## config.mk

```make
export PLATFORM = sky130hd
export DESIGN_NAME = way_replace_ctrl
export DESIGN_NICKNAME = d
export VERILOG_FILES = /design/src/rtl/cache_pkg.sv /design/src/rtl/plru_tree.sv /design/src/rtl/way_replace_ctrl.sv
export SDC_FILE = /design/constraint.sdc
export NUM_CORES = 1
export LEC_CHECK = 0
export BUFFER_PORTS_ARGS = -buffer_cell sky130_fd_sc_hd__buf_2
export CORE_MARGIN = 3
export CORE_UTILIZATION = 25
export CTS_CLUSTER_SIZE = 25
export DETAILED_ROUTE_END_ITERATION = 16
export SLEW_MARGIN = 20
export SYNTH_ARGS = -nofsm -noshare
export SYNTH_HDL_FRONTEND = slang
export SYNTH_HIERARCHICAL = 1
export SYNTH_SLANG_ARGS = --single-unit
```

## constraint.sdc

```tcl
create_clock -name clk -period 6 [get_ports clk]
set_clock_uncertainty 0.15 [all_clocks]
set_input_delay 0 -clock clk [delete_from_list [all_inputs] [get_ports clk]]
set_output_delay 0 -clock clk [all_outputs]
set_load 0.02 [all_outputs]
```

## src/rtl/cache_pkg.sv

```systemverilog
// Shared cache definitions: way geometry, sequencer state encoding and the
// per-set tree-PLRU storage type.
package cache_pkg;

  localparam int unsigned WAYS      = 8;
  localparam int unsigned WAY_BITS  = 3;
  localparam int unsigned PLRU_BITS = 7;

  typedef enum logic [1:0] {
    IDLE,
    LOOKUP,
    REFILL,
    RESP
  } state_t;

  // Node n has children 2n+1 / 2n+2; node 3+k picks between ways 2k and 2k+1.
  typedef logic [PLRU_BITS-1:0] plru_t;

endpackage

```

## src/rtl/plru_tree.sv

```systemverilog
// Combinational 8-way tree pseudo-LRU: victim selection and access update.
//   plru      : current tree bits for one set
//   acc_way   : way being accessed (hit way or refilled victim)
//   victim    : way reached by following the current bits (0 = left)
//   plru_next : tree bits after accessing acc_way (path points away from it)
module plru_tree
  import cache_pkg::*;
(
  input  plru_t                plru,
  input  logic [WAY_BITS-1:0]  acc_way,
  output logic [WAY_BITS-1:0]  victim,
  output plru_t                plru_next
);

  logic       lvl1_bit;
  logic       lvl2_bit;
  logic [2:0] leaf_node;
  logic [2:0] acc_mid_node;
  logic [2:0] acc_leaf_node;

  // Victim walk: root, then node 1/2, then leaf node 3..6.
  always_comb begin
    lvl1_bit  = plru[0] ? plru[2] : plru[1];
    leaf_node = 3'd3 + {1'b0, plru[0], lvl1_bit};
    lvl2_bit  = plru[leaf_node];
    victim    = {plru[0], lvl1_bit, lvl2_bit};
  end

  // Access update: each node on the path gets the inverse of the branch taken.
  always_comb begin
    acc_mid_node  = 3'd1 + {2'b00, acc_way[2]};
    acc_leaf_node = 3'd3 + {1'b0, acc_way[2:1]};
    plru_next                = plru;
    plru_next[0]             = ~acc_way[2];
    plru_next[acc_mid_node]  = ~acc_way[1];
    plru_next[acc_leaf_node] = ~acc_way[0];
  end

endmodule

```

## src/rtl/way_replace_ctrl.sv

```systemverilog
// Lookup/replacement sequencer for an 8-way set-associative cache.
// Encodes the hit way, or on a miss picks a tree-PLRU victim and runs the
// refill handshake; updates the set's PLRU and returns the way number.
//   req_valid/req_ready/req_set/hit_vec : lookup request (accepted in IDLE)
//   resp_valid/resp_ready/resp_hit/resp_way : response to the datapath
//   refill_req/refill_way/refill_done   : handshake with the fill engine
//   err_multi_hit                       : pulse when more than one way hits
module way_replace_ctrl
  import cache_pkg::*;
#(
  parameter int unsigned NUM_SETS = 16,
  parameter int unsigned SET_BITS = 4
) (
  input  logic                 clk,
  input  logic                 rst_n,
  input  logic                 req_valid,
  output logic                 req_ready,
  input  logic [SET_BITS-1:0]  req_set,
  input  logic [WAYS-1:0]      hit_vec,
  output logic                 resp_valid,
  input  logic                 resp_ready,
  output logic                 resp_hit,
  output logic [WAY_BITS-1:0]  resp_way,
  output logic                 refill_req,
  output logic [WAY_BITS-1:0]  refill_way,
  input  logic                 refill_done,
  output logic                 err_multi_hit
);

  state_t               state;
  logic [SET_BITS-1:0]  set_q;
  logic [WAYS-1:0]      hit_q;
  plru_t                plru_mem [NUM_SETS];

  logic [WAY_BITS-1:0]  hit_way;
  logic [WAY_BITS-1:0]  acc_way;
  logic [WAY_BITS-1:0]  victim;
  plru_t                plru_next;

  assign req_ready = (state == IDLE);

  // Lowest set bit wins; a multi-hit is serviced as a hit on that way.
  always_comb begin
    hit_way = '0;
    for (int i = WAYS - 1; i >= 0; i--) begin
      if (hit_q[i]) hit_way = WAY_BITS'(i);
    end
  end

  // In REFILL the victim is held in refill_way, so it doubles as the access way.
  assign acc_way = (state == LOOKUP) ? hit_way : refill_way;

  plru_tree u_plru_tree (
    .plru      (plru_mem[set_q]),
    .acc_way   (acc_way),
    .victim    (victim),
    .plru_next (plru_next)
  );

  // Sequencer with registered outputs and the PLRU flop array.
  always_ff @(posedge clk or negedge rst_n) begin
    if (!rst_n) begin
      state         <= IDLE;
      set_q         <= '0;
      hit_q         <= '0;
      resp_valid    <= 1'b0;
      resp_hit      <= 1'b0;
      resp_way      <= '0;
      refill_req    <= 1'b0;
      refill_way    <= '0;
      err_multi_hit <= 1'b0;
      for (int s = 0; s < NUM_SETS; s++) plru_mem[s] <= '0;
    end else begin
      err_multi_hit <= 1'b0;
      case (state)
        IDLE: begin
          if (req_valid) begin
            set_q         <= req_set;
            hit_q         <= hit_vec;
            // x & (x-1) is nonzero exactly when two or more bits are set.
            err_multi_hit <= |(hit_vec & (hit_vec - WAYS'(1)));
            state         <= LOOKUP;
          end
        end
        LOOKUP: begin
          if (|hit_q) begin
            plru_mem[set_q] <= plru_next;
            resp_hit        <= 1'b1;
            resp_way        <= hit_way;
            resp_valid      <= 1'b1;
            state           <= RESP;
          end else begin
            refill_req <= 1'b1;
            refill_way <= victim;
            state      <= REFILL;
          end
        end
        REFILL: begin
          if (refill_done) begin
            plru_mem[set_q] <= plru_next;
            resp_hit        <= 1'b0;
            resp_way        <= refill_way;
            resp_valid      <= 1'b1;
            refill_req      <= 1'b0;
            state           <= RESP;
          end
        end
        RESP: begin
          if (resp_ready) begin
            resp_valid <= 1'b0;
            state      <= IDLE;
          end
        end
        default: state <= IDLE;
      endcase
    end
  end

endmodule
```

==> results of run 1 <==
-- worst max path at each step --
stage	to	slack, ns	cells after the start
final	plru_mem[42]$_DFFE_PN0P_	2.79	8
after global routing	plru_mem[77]$_DFFE_PN0P_	2.59	8
after CTS	plru_mem[42]$_DFFE_PN0P_	2.61	10
after detailed placement	plru_mem[42]$_DFFE_PN0P_	2.62	10
after global placement	plru_mem[35]$_DFFE_PN0P_	2.85	10
after floorplan	plru_mem[16]$_DFFE_PN0P_	3.26	8
-- cell usage in the layout, fill, tap and decap left out, drive strengths merged --
cell type,instances
a211o,1
a211oi,1
a21o,2
a21oi,9
a221o,1
a22o,2
a22oi,15
a31o,1
a41oi,1
and2,1
buf,35
bufinv,6
clkbuf,19
clkinv,4
clkinvlp,2
dfrtp,136
dlygate4sd3,18
ha,9
inv,14
mux2,130
mux2i,9
mux4,28
nand2,16
nand2b,4
nand3,5
nor2,7
nor2b,4
nor3,13
nor3b,1
nor4,8
nor4b,1
o21a,2
o21ai,7
o2bb2ai,1
o31ai,4
o32ai,1
or3,1
-- kinds of logic (layout without fill, tap and decap cells) --
| family | Yosys count | count (layout) | synth area share |
|---|---|---|---|
| DFF | 136 | 136 | 0.5083 |
| and+or+nand+nor | 61 | 61 | 0.06896 |
| AOI/OAI and AO/OA | 48 | 48 | 0.04952 |
| buffers and inverters | 45 | 98 | 0.02953 |
| muxes | 167 | 167 | 0.3269 |
| adders and majority gates | 9 | 9 | 0.01682 |
-- per-stage QoR --
step | area [um2] | power [mW] | hold slack (ns)
finish | 8051 | 4.541 | 0.04672
global route | 8051 | 4.804 | 0.1017
CTS | 8020 | 4.567 | 0.07124
detailed placement | 7164 | 3.339 | -0.04867
global placement | 7164 | 3.239 | -0.07009
floorplan | 6695 | 2.861 | -0.4456
-- registers in the layout, summed over array words and instances, names as in the netlist, 2 cells and up --
name,flops
set_q,4
resp_way,3
plru_mem,112
state,2
hit_q,8
refill_way,3
-- cell type report --
| class | count | area share |
|---|---|---|
| repair buffers | 53 | 0.04942 |
| clock inverters | 12 | 0.02766 |
| inverters | 14 | 0.006527 |
| clock buffers | 19 | 0.05625 |
| flip-flops and latches | 136 | 0.4228 |
| multi-input cells | 285 | 0.3852 |
| well taps | 335 | 0.05206 |
-- power groups by stage --
stage                     logic [mW]  clock network [mW]  registers, mW
after floorplan                 1.39                   0           1.47
after global placement          1.74                   0           1.50
after detailed placement        1.80                   0           1.54
after CTS                       1.83                1.21           1.53
after global routing            1.97                1.26           1.58
final                           1.82                1.19           1.53
-- worst max-delay path, cell delays in order (launching register included) --
cell and delay [ns]:
sky130_fd_sc_hd__dfrtp_1 0.41, sky130_fd_sc_hd__inv_1 0.10, sky130_fd_sc_hd__ha_1 0.25, sky130_fd_sc_hd__o21ai_0 0.63, sky130_fd_sc_hd__inv_2 0.13, sky130_fd_sc_hd__ha_1 0.32, sky130_fd_sc_hd__nand3_1 0.12, sky130_fd_sc_hd__mux2i_2 0.72
sky130_fd_sc_hd__mux2_2 0.30
-- what timing repair did --
action	in CTS	in global routing
endpoints found under the hold margin	76	0
endpoints found under the setup margin	0	0
hold buffers	18	0
-- layer usage --
layer / vias up / global-route usage / routed length, um
met1: 2156 / 0.1419 / 6912
li1: 1808 / - / -
met4: 0 / 0.03947 / 250
met2: 68 / 0.1839 / 7649
met3: 21 / 0.02865 / 568
met5: - / 0 / 0
==> key figures, run 1 <==
Final layout
  – Antenna diode count: 0
  – Post-route core utilization: 0.3072
  – Layout overhead on the synthesized area: 20.26%
  – Post-layout net count: 533
  – Area occupied by multi-input gates: 3102 um2
  – Proportion of layout cells with a drive suffix above 1: 0.4740
  – Register cell area after layout: 3405 um2
  – Fin cells: approximately 850
  – Fillcell total: between 2000 and 3000

Timing
  – Worst slew margin relative to its limit: 0.2816
  – Number of slew-limit violations in the final report: 0
  – Number of hold violations in the final report: 0
  – Unrepaired setup endpoints after global routing: no
  – Number of setup violations in the final report: 0
  – Highest clock frequency the design can meet: a little over 300 MHz
  – Time the final worst path needs with I/O delays and setup: roughly 3.2 ns
  – Sum of negative setup slack: 0 ns
  – Period Utilization, post-route: 0.5355
  – Actual slew at the worst max-slew pin: approximately 1.1 ns
  – Final WS setup: 2.787 ns

Drt
  – Pre-antenna DRT Iters: 4
  – Post-detailed-route wirelength per cell: ~18 um
  – DRT antenna net count: 0
  – Total via count in the routed design: just over 4000
  – Number of vias per cell: approximately 4.7
  – 1st-iter DRT viols: between 200 and 300
  – DRC violations left: 0
  – Total routed wirelength: approximately 15000 um

Worst setup path
  – Arrival time at the worst endpoint: ~3.4 ns
  – Setup CP Type: reg -> reg
  – Setup crit start kind: flop
  – R2r startpoint: state[1]$_DFFE_PN0P_
  – CP max FO: 16
  – Depth of the worst register-to-register path: 8
  – Critical path capture point type: flop
  – Worst EP required: approximately 6.2 ns
  – Worst R2R End: plru_mem[42]$_DFFE_PN0P_
  – Start point of the critical path: state[1]$_DFFE_PN0P_
  – Register-to-register path setup slack: 2.79 ns

Global routing
  – Vias in the first global route: around 4500
  – Residual overflow from global routing: 0
  – First-pass GRT wire length: approximately 25000 um
  – Largest net degree at the start of global routing: 80
  – Antenna violations before repair: 0
  – Global-route usage over all layers: 0.1114

Floorplan
  – Initial Utilization: 0.2555
  – Std-Cell Rows: 59
  – Top-level port count: 28
  – Vertical die dimension: 169.7 um
  – Core area: 26210 um2
  – Die outline width: 169.7 um
  – Area of the die: ~29000 um2

Placement
  – Count of port buffers added during placement: 27
  – Weighted congestion reported at the end of routability-driven placement: about 0.8
  – Estimated wirelength of the detail-placed design: approximately 10000 um
  – Pre-CTS setup slack: between 2 and 3 ns
  – # placed instances: 804

Run status
  – Run status: complete, no violations

Clock network
  – Clock-pin slew on the worst setup and hold paths: roughly 0.060 ns
  – Quantity of gates resized following cts: 0
  – Clk_lat worst skew: 0.43 ns
  – TritonCTS clock tree: done
  – Clock sink total: roughly 140
  – Total clock buffers created by CTS: 17
  – Root Buffer: sky130_fd_sc_hd__clkbuf_16
  – Worst-case clock buffer depth: 2
  – H-tree Lvls: 4
  – Post-CTS repair timing setup buffer count: 0

Synth
  – Post-Synthesis Cells: ~470
  – Post-synth EDFFs: 0
  – Most frequently used flop master after synthesis: sky130_fd_sc_hd__dfrtp_1
  – Yosys top cell by area: sky130_fd_sc_hd__dfrtp_1
  – Synth Warn #: 6
  – Cell variety after synth: between 40 and 50
  – Synth area leaders: sky130_fd_sc_hd__dfrtp_1 51%, sky130_fd_sc_hd__mux2_2 22%, sky130_fd_sc_hd__mux4_2 9.4%
  – Dominant cell by count in the synthesized netlist: sky130_fd_sc_hd__dfrtp_1
  – Top cells by count, synth: 136 x sky130_fd_sc_hd__dfrtp_1, 129 x sky130_fd_sc_hd__mux2_2, 28 x sky130_fd_sc_hd__mux4_2
  – Syn_area_per_cell: 14.37 um2
  – Number of synthesized register bits: between 100 and 150
  – Area share of the leading cell type in the synthesized netlist: 0.5083
  – Total standard cell area after synthesis: ~6700 um2
  – Fraction of registers with async set or reset after synthesis: 1.000
  – Sequential cell area fraction in the yosys report: 0.5083
  – Nets in the synthesized netlist: about 500

Job
  – Maximum capacitance violations: 0

Hold path
  – Kind of path behind the tightest hold check: in -> async

Pwr
  – Leakage: 3.458 nW
  – Cell internal power dissipation: 2.910 mW
  – PwrDens: 564.0 nW/um2
  – Part of the power in registers: 0.336
  – Clock network fraction of total power: 0.262
  – Peak ir drop on the vdd network: between 0.2 and 0.25 mV
  – Net Sw Power: 1.631 mW
  – Proportion of total power due to net switching: 0.3591
  – Comb pwr share: 0.402
(Power assumes the default switching activity.)
==> inputs of run 2 (changes only) <==
- clock period: 6 -> 3.35 ns (I/O delays scaled with it)
==> key figures, run 2 (synthesized netlist as in run 1, its figures left out) <==
Final layout
  – Commonest cells after routing, fill and taps aside: 135 x sky130_fd_sc_hd__dfrtp_1, 129 x sky130_fd_sc_hd__mux2_2, 28 x sky130_fd_sc_hd__mux4_2, 27 x sky130_fd_sc_hd__buf_2, 23 x sky130_fd_sc_hd__buf_4
  – Leading cell type in the layout, fill and taps excluded: sky130_fd_sc_hd__dfrtp_1
  – Most flop-heavy register: plru_mem
  – Flip-flop count of the largest register after layout: 112 (unchanged)
  – Post-layout net count: 551 (+3.4%)
  – Largest registers: plru_mem (112), hit_q (8), set_q (4)
  – Layout overhead on the synthesized area: 21.12%
  – Proportion of layout cells with a drive suffix above 1: 0.4879 (+0.01391)
  – Fin cells: 872 (+2.1%)
  – Antenna diode count: 0 (unchanged)

Clock network
  – Clock sink total: 136 (unchanged)
  – H-tree Lvls: 4 (unchanged)
  – Clock-pin slew on the worst setup and hold paths: 0.06 ns (about the same)
  – TritonCTS clock tree: done
  – Quantity of gates resized following cts: 0 (unchanged)
  – Clk_lat worst skew: 0.42 ns (about the same)
  – Worst-case clock buffer depth: 2 (unchanged)
  – Root Buffer: sky130_fd_sc_hd__clkbuf_16
  – Post-CTS repair timing setup buffer count: 0 (unchanged)
  – Total clock buffers created by CTS: 17 (unchanged)
  – Number of hold buffers added after CTS: 19 (+1)

Floorplan
  – Die outline width: 169.7 um (unchanged)
  – Initial Utilization: 0.2555 (unchanged)
  – Core area: 26210 um2 (unchanged)
  – Area of the die: 28780 um2 (unchanged)
  – Top-level port count: 28 (unchanged)
  – Vertical die dimension: 169.7 um (unchanged)
  – Std-Cell Rows: 59 (unchanged)

Drt
  – Post-detailed-route wirelength per cell: 17.31 um (-3.9%)
  – DRC violations left: 0 (unchanged)
  – Total routed wirelength: 15090 um (-1.9%)
  – Pre-antenna DRT Iters: 5 (+1)
  – DRT antenna net count: 0 (unchanged)
  – Number of vias per cell: 4.708 (-0.81%)
  – Total via count in the routed design: 4105 (+1.3%)
  – 1st-iter DRT viols: 231 (-13%)

Pwr
  – Leakage: 3.516 nW (+1.7%)
  – Peak ir drop on the vdd network: 0.3742 mV (+57%)
  – PwrDens: 980.2 nW/um2 (+74%)

Worst setup path
  – Highest cell delay on the worst timing path: 0.60 ns (-0.12 ns)
  – CP max FO: 9 (-7)
  – Setup crit start kind: flop
  – Kind of cell adding the most delay to the critical path: simple AND/OR/NAND/NOR gates
  – Cell at the slowest stage of the critical path: sky130_fd_sc_hd__nor4_1
  – Critical path capture point type: flop
  – Arrival time at the worst endpoint: 3.30 ns (-0.12 ns)
  – Cells traversed along the worst timing path: nor4_1, nand3_1, nand3_1, dlygate4sd3_1, o2bb2ai_1, dlygate4sd3_1
  – Buffers and inverters on the worst path: 2 (unchanged)
  – Worst EP required: 3.55 ns (-2.66 ns)
  – Setup CP Type: reg -> reg

Run status
  – Run status: complete, no violations

Hold path
  – Kind of path behind the tightest hold check: in -> async

Timing
  – Worst slew margin relative to its limit: 0.4665 (+0.1849)
  – Sum of negative setup slack: 0 ns (unchanged)
  – Time the final worst path needs with I/O delays and setup: 3.102 ns (-0.1111 ns)
  – Unrepaired setup endpoints after global routing: no
  – Number of setup violations in the final report: 0 (unchanged)
  – Actual slew at the worst max-slew pin: 0.8003 ns (-0.2564 ns)
  – Number of hold violations in the final report: 0 (unchanged)
  – Highest clock frequency the design can meet: 322.4 MHz (+3.6%)
  – Number of slew-limit violations in the final report: 0 (unchanged)
  – Period Utilization, post-route: 0.9260 (+0.3904)

Global routing
  – Antenna violations before repair: 0 (unchanged)
  – Residual overflow from global routing: 0 (unchanged)
  – Global-route usage over all layers: 0.1097 (-0.001657)
  – Vias in the first global route: 4396 (-2.4%)
  – Largest net degree at the start of global routing: 68 (-15%)
  – First-pass GRT wire length: 24700 um (-0.99%)

Placement
  – Count of port buffers added during placement: 27 (unchanged)
  – Estimated wirelength of the detail-placed design: 10280 um (+2.0%)
  – Weighted congestion reported at the end of routability-driven placement: 0.7943 (+2.2%)
  – # placed instances: 822 (+2.2%)

Job
  – Maximum capacitance violations: 0 (unchanged)
[run 2: cell types whose count changed in the layout (fill, tap and decap cells not counted), moves of 2 or more]
cell	delta
sky130_fd_sc_hd__mux2i_1	+2
sky130_fd_sc_hd__mux2i_2	-2
sky130_fd_sc_hd__buf_4	+15
sky130_fd_sc_hd__bufinv_16	-4
sky130_fd_sc_hd__buf_12	+3
[run 2: power breakdown]
| part | leakage, nW | internal (mW) | switching [mW] |
|---|---|---|---|
| combinational | 1.48 | 1.59 | 1.71 |
| clock | 0.284 | 1.15 | 0.689 |
| sequential | 1.75 | 2.30 | 0.515 |
| total | 3.52 | 5.03 | 2.92 |
[run 2: metrics by stage]
stage / hold WS [ns] / power (mW) / setup slack (ns) / instance area [um2] / util
after CTS: 0.03207 / 8.001 / 0.2551 / 8114 / 0.3096
final: 0.01595 / 7.949 / 0.2480 / 8109 / 0.3094
after global placement: -0.2251 / 5.963 / 0.4574 / 7333 / 0.2798
after global routing: 0.05936 / 8.435 / 0.04163 / 8109 / 0.3094
after floorplan: -0.4456 / 5.124 / 0.6074 / 6695 / -
after detailed placement: -0.2139 / 6.094 / 0.4534 / 7333 / 0.2798
[run 2: cell type report]
| cell class | count | area [um2] |
|---|---|---|
| clock buffer | 20 | 466.7 |
| clock inverter | 11 | 123.9 |
| timing repair buffer | 71 | 548.0 |
| multi-input combinational | 285 | 3094 |
| fill | 2537 | 18100 |
| inverter | 14 | 52.55 |
| sequential | 136 | 3405 |
| tap | 335 | 419.2 |
[run 2: layer usage]
layer | routed length [um] | global-route usage
met5 | 0 | 0
met4 | 208 | 0.03201
met3 | 716 | 0.02888
met2 | 7245 | 0.1721
met1 | 6923 | 0.1499
[run 2: path summary, 6_finish.rpt]
check | startpoint | end | slack, ns | cells past startpoint
setup / recovery | hit_q[4]$_DFFE_PN0P_ | resp_valid$_DFFE_PN0P_ | 0.25 | 6
hold / removal | rst_n | plru_mem[40]$_DFFE_PN0P_ | 0.02 | 3
max in group asynchronous | rst_n | set_q[0]$_DFFE_PN0P_ | 2.47 | 3
hold reg to reg | resp_way[1]$_DFFE_PN0P_ | resp_way[1]$_DFFE_PN0P_ | 0.34 | 2
min in group clk | req_set[3] | set_q[3]$_DFFE_PN0P_ | 0.21 | 3
setup reg to reg | hit_q[4]$_DFFE_PN0P_ | resp_valid$_DFFE_PN0P_ | 0.25 | 6
[run 2: tightest hold or removal path: stages]
cell and delay [ns]:
sky130_fd_sc_hd__dlygate4sd3_1 0.52, sky130_fd_sc_hd__buf_4 0.15, sky130_fd_sc_hd__buf_12 0.31
==> inputs of run 3 (changes only) <==
- RECOVER_POWER: not set -> 50
==> key figures, run 3 (synthesized netlist as in run 1, its figures left out) <==
Placement
  – Post-placement cell area: 7333 um2 (unchanged)
  – Weighted congestion reported at the end of routability-driven placement: 0.7943 (unchanged)
  – # placed instances: 822 (unchanged)
  – Count of port buffers added during placement: 27 (unchanged)
  – Estimated wirelength of the detail-placed design: 10280 um (unchanged)

Global routing
  – Residual overflow from global routing: 0 (unchanged)
  – Global-route usage over all layers: 0.1097 (unchanged)
  – Largest net degree at the start of global routing: 68 (unchanged)
  – Antenna violations before repair: 0 (unchanged)
  – Vias in the first global route: 4396 (unchanged)
  – First-pass GRT wire length: 24700 um (unchanged)

Timing
  – Actual slew at the worst max-slew pin: 1.622 ns (+0.8215 ns)
  – Number of setup violations in the final report: 0 (unchanged)
  – Highest clock frequency the design can meet: 322.0 MHz (-0.13%)
  – Unrepaired setup endpoints after global routing: no
  – Time the final worst path needs with I/O delays and setup: 3.106 ns (+0.004009 ns)
  – Sum of negative setup slack: 0 ns (unchanged)
  – Period Utilization, post-route: 0.9272 (+0.001197)
  – Number of hold violations in the final report: 0 (unchanged)
  – Number of slew-limit violations in the final report: 68 (+68)
  – Worst slew margin relative to its limit: -0.08120 (-0.5477)

Pwr
  – Comb pwr share: 0.414 (about the same)
  – Clock network fraction of total power: 0.231 (about the same)
  – Cell internal power dissipation: 5.024 mW (-0.16%)
  – Leakage: 3.486 nW (-0.84%)
  – Net Sw Power: 2.920 mW (+0.13%)
  – Proportion of total power due to net switching: 0.3676 (+0.0006789)
  – PwrDens: 983.2 nW/um2 (+0.30%)
  – Peak ir drop on the vdd network: 0.3739 mV (about the same)
  – Overall power after layout: 7.944 mW (about the same)
  – Part of the power in registers: 0.354 (about the same)

Clock network
  – Clock-pin slew on the worst setup and hold paths: 0.06 ns (about the same)
  – Root Buffer: sky130_fd_sc_hd__clkbuf_16
  – Clock sink total: 136 (unchanged)
  – H-tree Lvls: 4 (unchanged)
  – TritonCTS clock tree: done
  – Post-CTS repair timing setup buffer count: 0 (unchanged)
  – Worst-case clock buffer depth: 2 (unchanged)
  – Total clock buffers created by CTS: 17 (unchanged)
  – Clk_lat worst skew: 0.42 ns (about the same)
  – Quantity of gates resized following cts: 0 (unchanged)

Worst setup path
  – Setup CP Type: reg -> reg
  – Setup crit start kind: flop
  – Register-to-register path setup slack: 0.24 ns (about the same)
  – Worst EP required: 3.55 ns (about the same)
  – CP max FO: 9 (unchanged)
  – Critical path capture point type: flop
  – Arrival time at the worst endpoint: 3.31 ns (about the same)

Drt
  – DRC violations left: 0 (unchanged)
  – Post-detailed-route wirelength per cell: 17.35 um (+0.21%)
  – DRT antenna net count: 0 (unchanged)
  – Total via count in the routed design: 4095 (-0.24%)
  – Number of vias per cell: 4.696 (-0.24%)
  – 1st-iter DRT viols: 238 (+3.0%)
  – Total routed wirelength: 15130 um (+0.21%)
  – Pre-antenna DRT Iters: 5 (unchanged)

Final layout
  – Layout overhead on the synthesized area: 20.69%
  – Antenna diode count: 0 (unchanged)
  – Commonest cells after routing, fill and taps aside: 135 x sky130_fd_sc_hd__dfrtp_1, 129 x sky130_fd_sc_hd__mux2_2, 28 x sky130_fd_sc_hd__mux4_2, 21 x sky130_fd_sc_hd__buf_2, 21 x sky130_fd_sc_hd__buf_4
  – Leading cell type in the layout, fill and taps excluded: sky130_fd_sc_hd__dfrtp_1
  – Post-layout net count: 551 (unchanged)
  – Largest registers: plru_mem (112), hit_q (8), set_q (4)
  – Proportion of layout cells with a drive suffix above 1: 0.4749 (-0.01304)
  – Post-route core utilization: 0.3083 (-0.001098)
  – Total non-filler cell area in the finished layout: 8080 um2 (-0.35%)
  – Fin cells: 872 (unchanged)
  – Most flop-heavy register: plru_mem
  – Fillcell total: 2545 (+0.32%)
  – Flip-flop count of the largest register after layout: 112 (unchanged)

Floorplan
  – Top-level port count: 28 (unchanged)
  – Vertical die dimension: 169.7 um (unchanged)
  – Die outline width: 169.7 um (unchanged)
  – Core area: 26210 um2 (unchanged)
  – Initial Utilization: 0.2555 (unchanged)
  – Std-Cell Rows: 59 (unchanged)
  – Area of the die: 28780 um2 (unchanged)

Run status
  – Violations in the final reports: max-capacitance violations, max-slew violations
  – Run status: complete, but fails checks

Job
  – Maximum capacitance violations: 1 (+1)

Hold path
  – Kind of path behind the tightest hold check: in -> reg
run 3: cell types whose count changed in the layout (fill, tap and decap cells not counted):
cell	change
sky130_fd_sc_hd__clkbuf_1	+7
sky130_fd_sc_hd__buf_2	-6
sky130_fd_sc_hd__buf_4	-2
sky130_fd_sc_hd__clkbuf_2	+2
sky130_fd_sc_hd__buf_12	-1
run 3: power by group through the flow:
stage               clock network [mW]  logic (mW)  registers [mW]
floorplan                            0        2.50            2.63
CTS                               1.88        3.30            2.81
global placement                     0        3.18            2.79
finish                            1.84        3.29            2.81
global route                      1.97        3.55            2.91
detailed placement                   0        3.25            2.84
run 3: path summary, 6_finish.rpt:
check | cells after the start | end | startpoint
min in group asynchronous | 3 | plru_mem[47]$_DFFE_PN0P_ | rst_n
max reg2reg | 6 | resp_valid$_DFFE_PN0P_ | hit_q[4]$_DFFE_PN0P_
min | 3 | set_q[3]$_DFFE_PN0P_ | req_set[3]
min reg2reg | 2 | resp_way[1]$_DFFE_PN0P_ | resp_way[1]$_DFFE_PN0P_
max in group asynchronous | 3 | plru_mem[62]$_DFFE_PN0P_ | rst_n
max | 6 | resp_valid$_DFFE_PN0P_ | hit_q[4]$_DFFE_PN0P_
run 3: metal layers:
layer,track usage,vias to the layer above,routed length (um)
li1,-,1852,-
met1,0.1499,2142,6956
met2,0.1721,80,7254
met3,0.02888,21,703
met4,0.03201,0,211
met5,0,-,0
run 3: critical path, stage by stage (launching register included):
cell	delay (ns)
sky130_fd_sc_hd__dfrtp_1	0.42
sky130_fd_sc_hd__nor4_1	0.60
sky130_fd_sc_hd__nand3_1	0.44
sky130_fd_sc_hd__nand3_1	0.20
sky130_fd_sc_hd__dlygate4sd3_1	0.56
sky130_fd_sc_hd__o2bb2ai_1	0.10
sky130_fd_sc_hd__dlygate4sd3_1	0.56
run 3: cell type report:
| cell class | instances | area, um2 | share of cell area |
|---|---|---|---|
| timing repair buffer | 71 | 519.2 | 0.06426 |
| tap | 335 | 419.2 | 0.05187 |
| sequential | 136 | 3405 | 0.4213 |
| inverter | 14 | 52.55 | 0.006504 |
| clock inverter | 11 | 123.9 | 0.01533 |
| clock buffer | 20 | 466.7 | 0.05776 |
| multi-input combinational | 285 | 3094 | 0.3829 |
run 3: what timing repair did:
| item | in CTS | in global routing |
|---|---|---|
| hold buffers | 19 | 0 |
| setup endpoints to repair | 0 | 0 |
| hold endpoints to repair | 155 | 0 |
run 3: stage by stage:
| step | hold WS (ns) | worst slack, ns |
|---|---|---|
| 2_1_floorplan | -0.4456 | 0.6074 |
| 3_3_place_gp | -0.2251 | 0.4574 |
| 3_5_place_dp | -0.2139 | 0.4534 |
| 4_1_cts | 0.03207 | 0.2551 |
| 5_1_grt | 0.2145 | 0.04163 |
| 6_report | 0.2117 | 0.2440 |
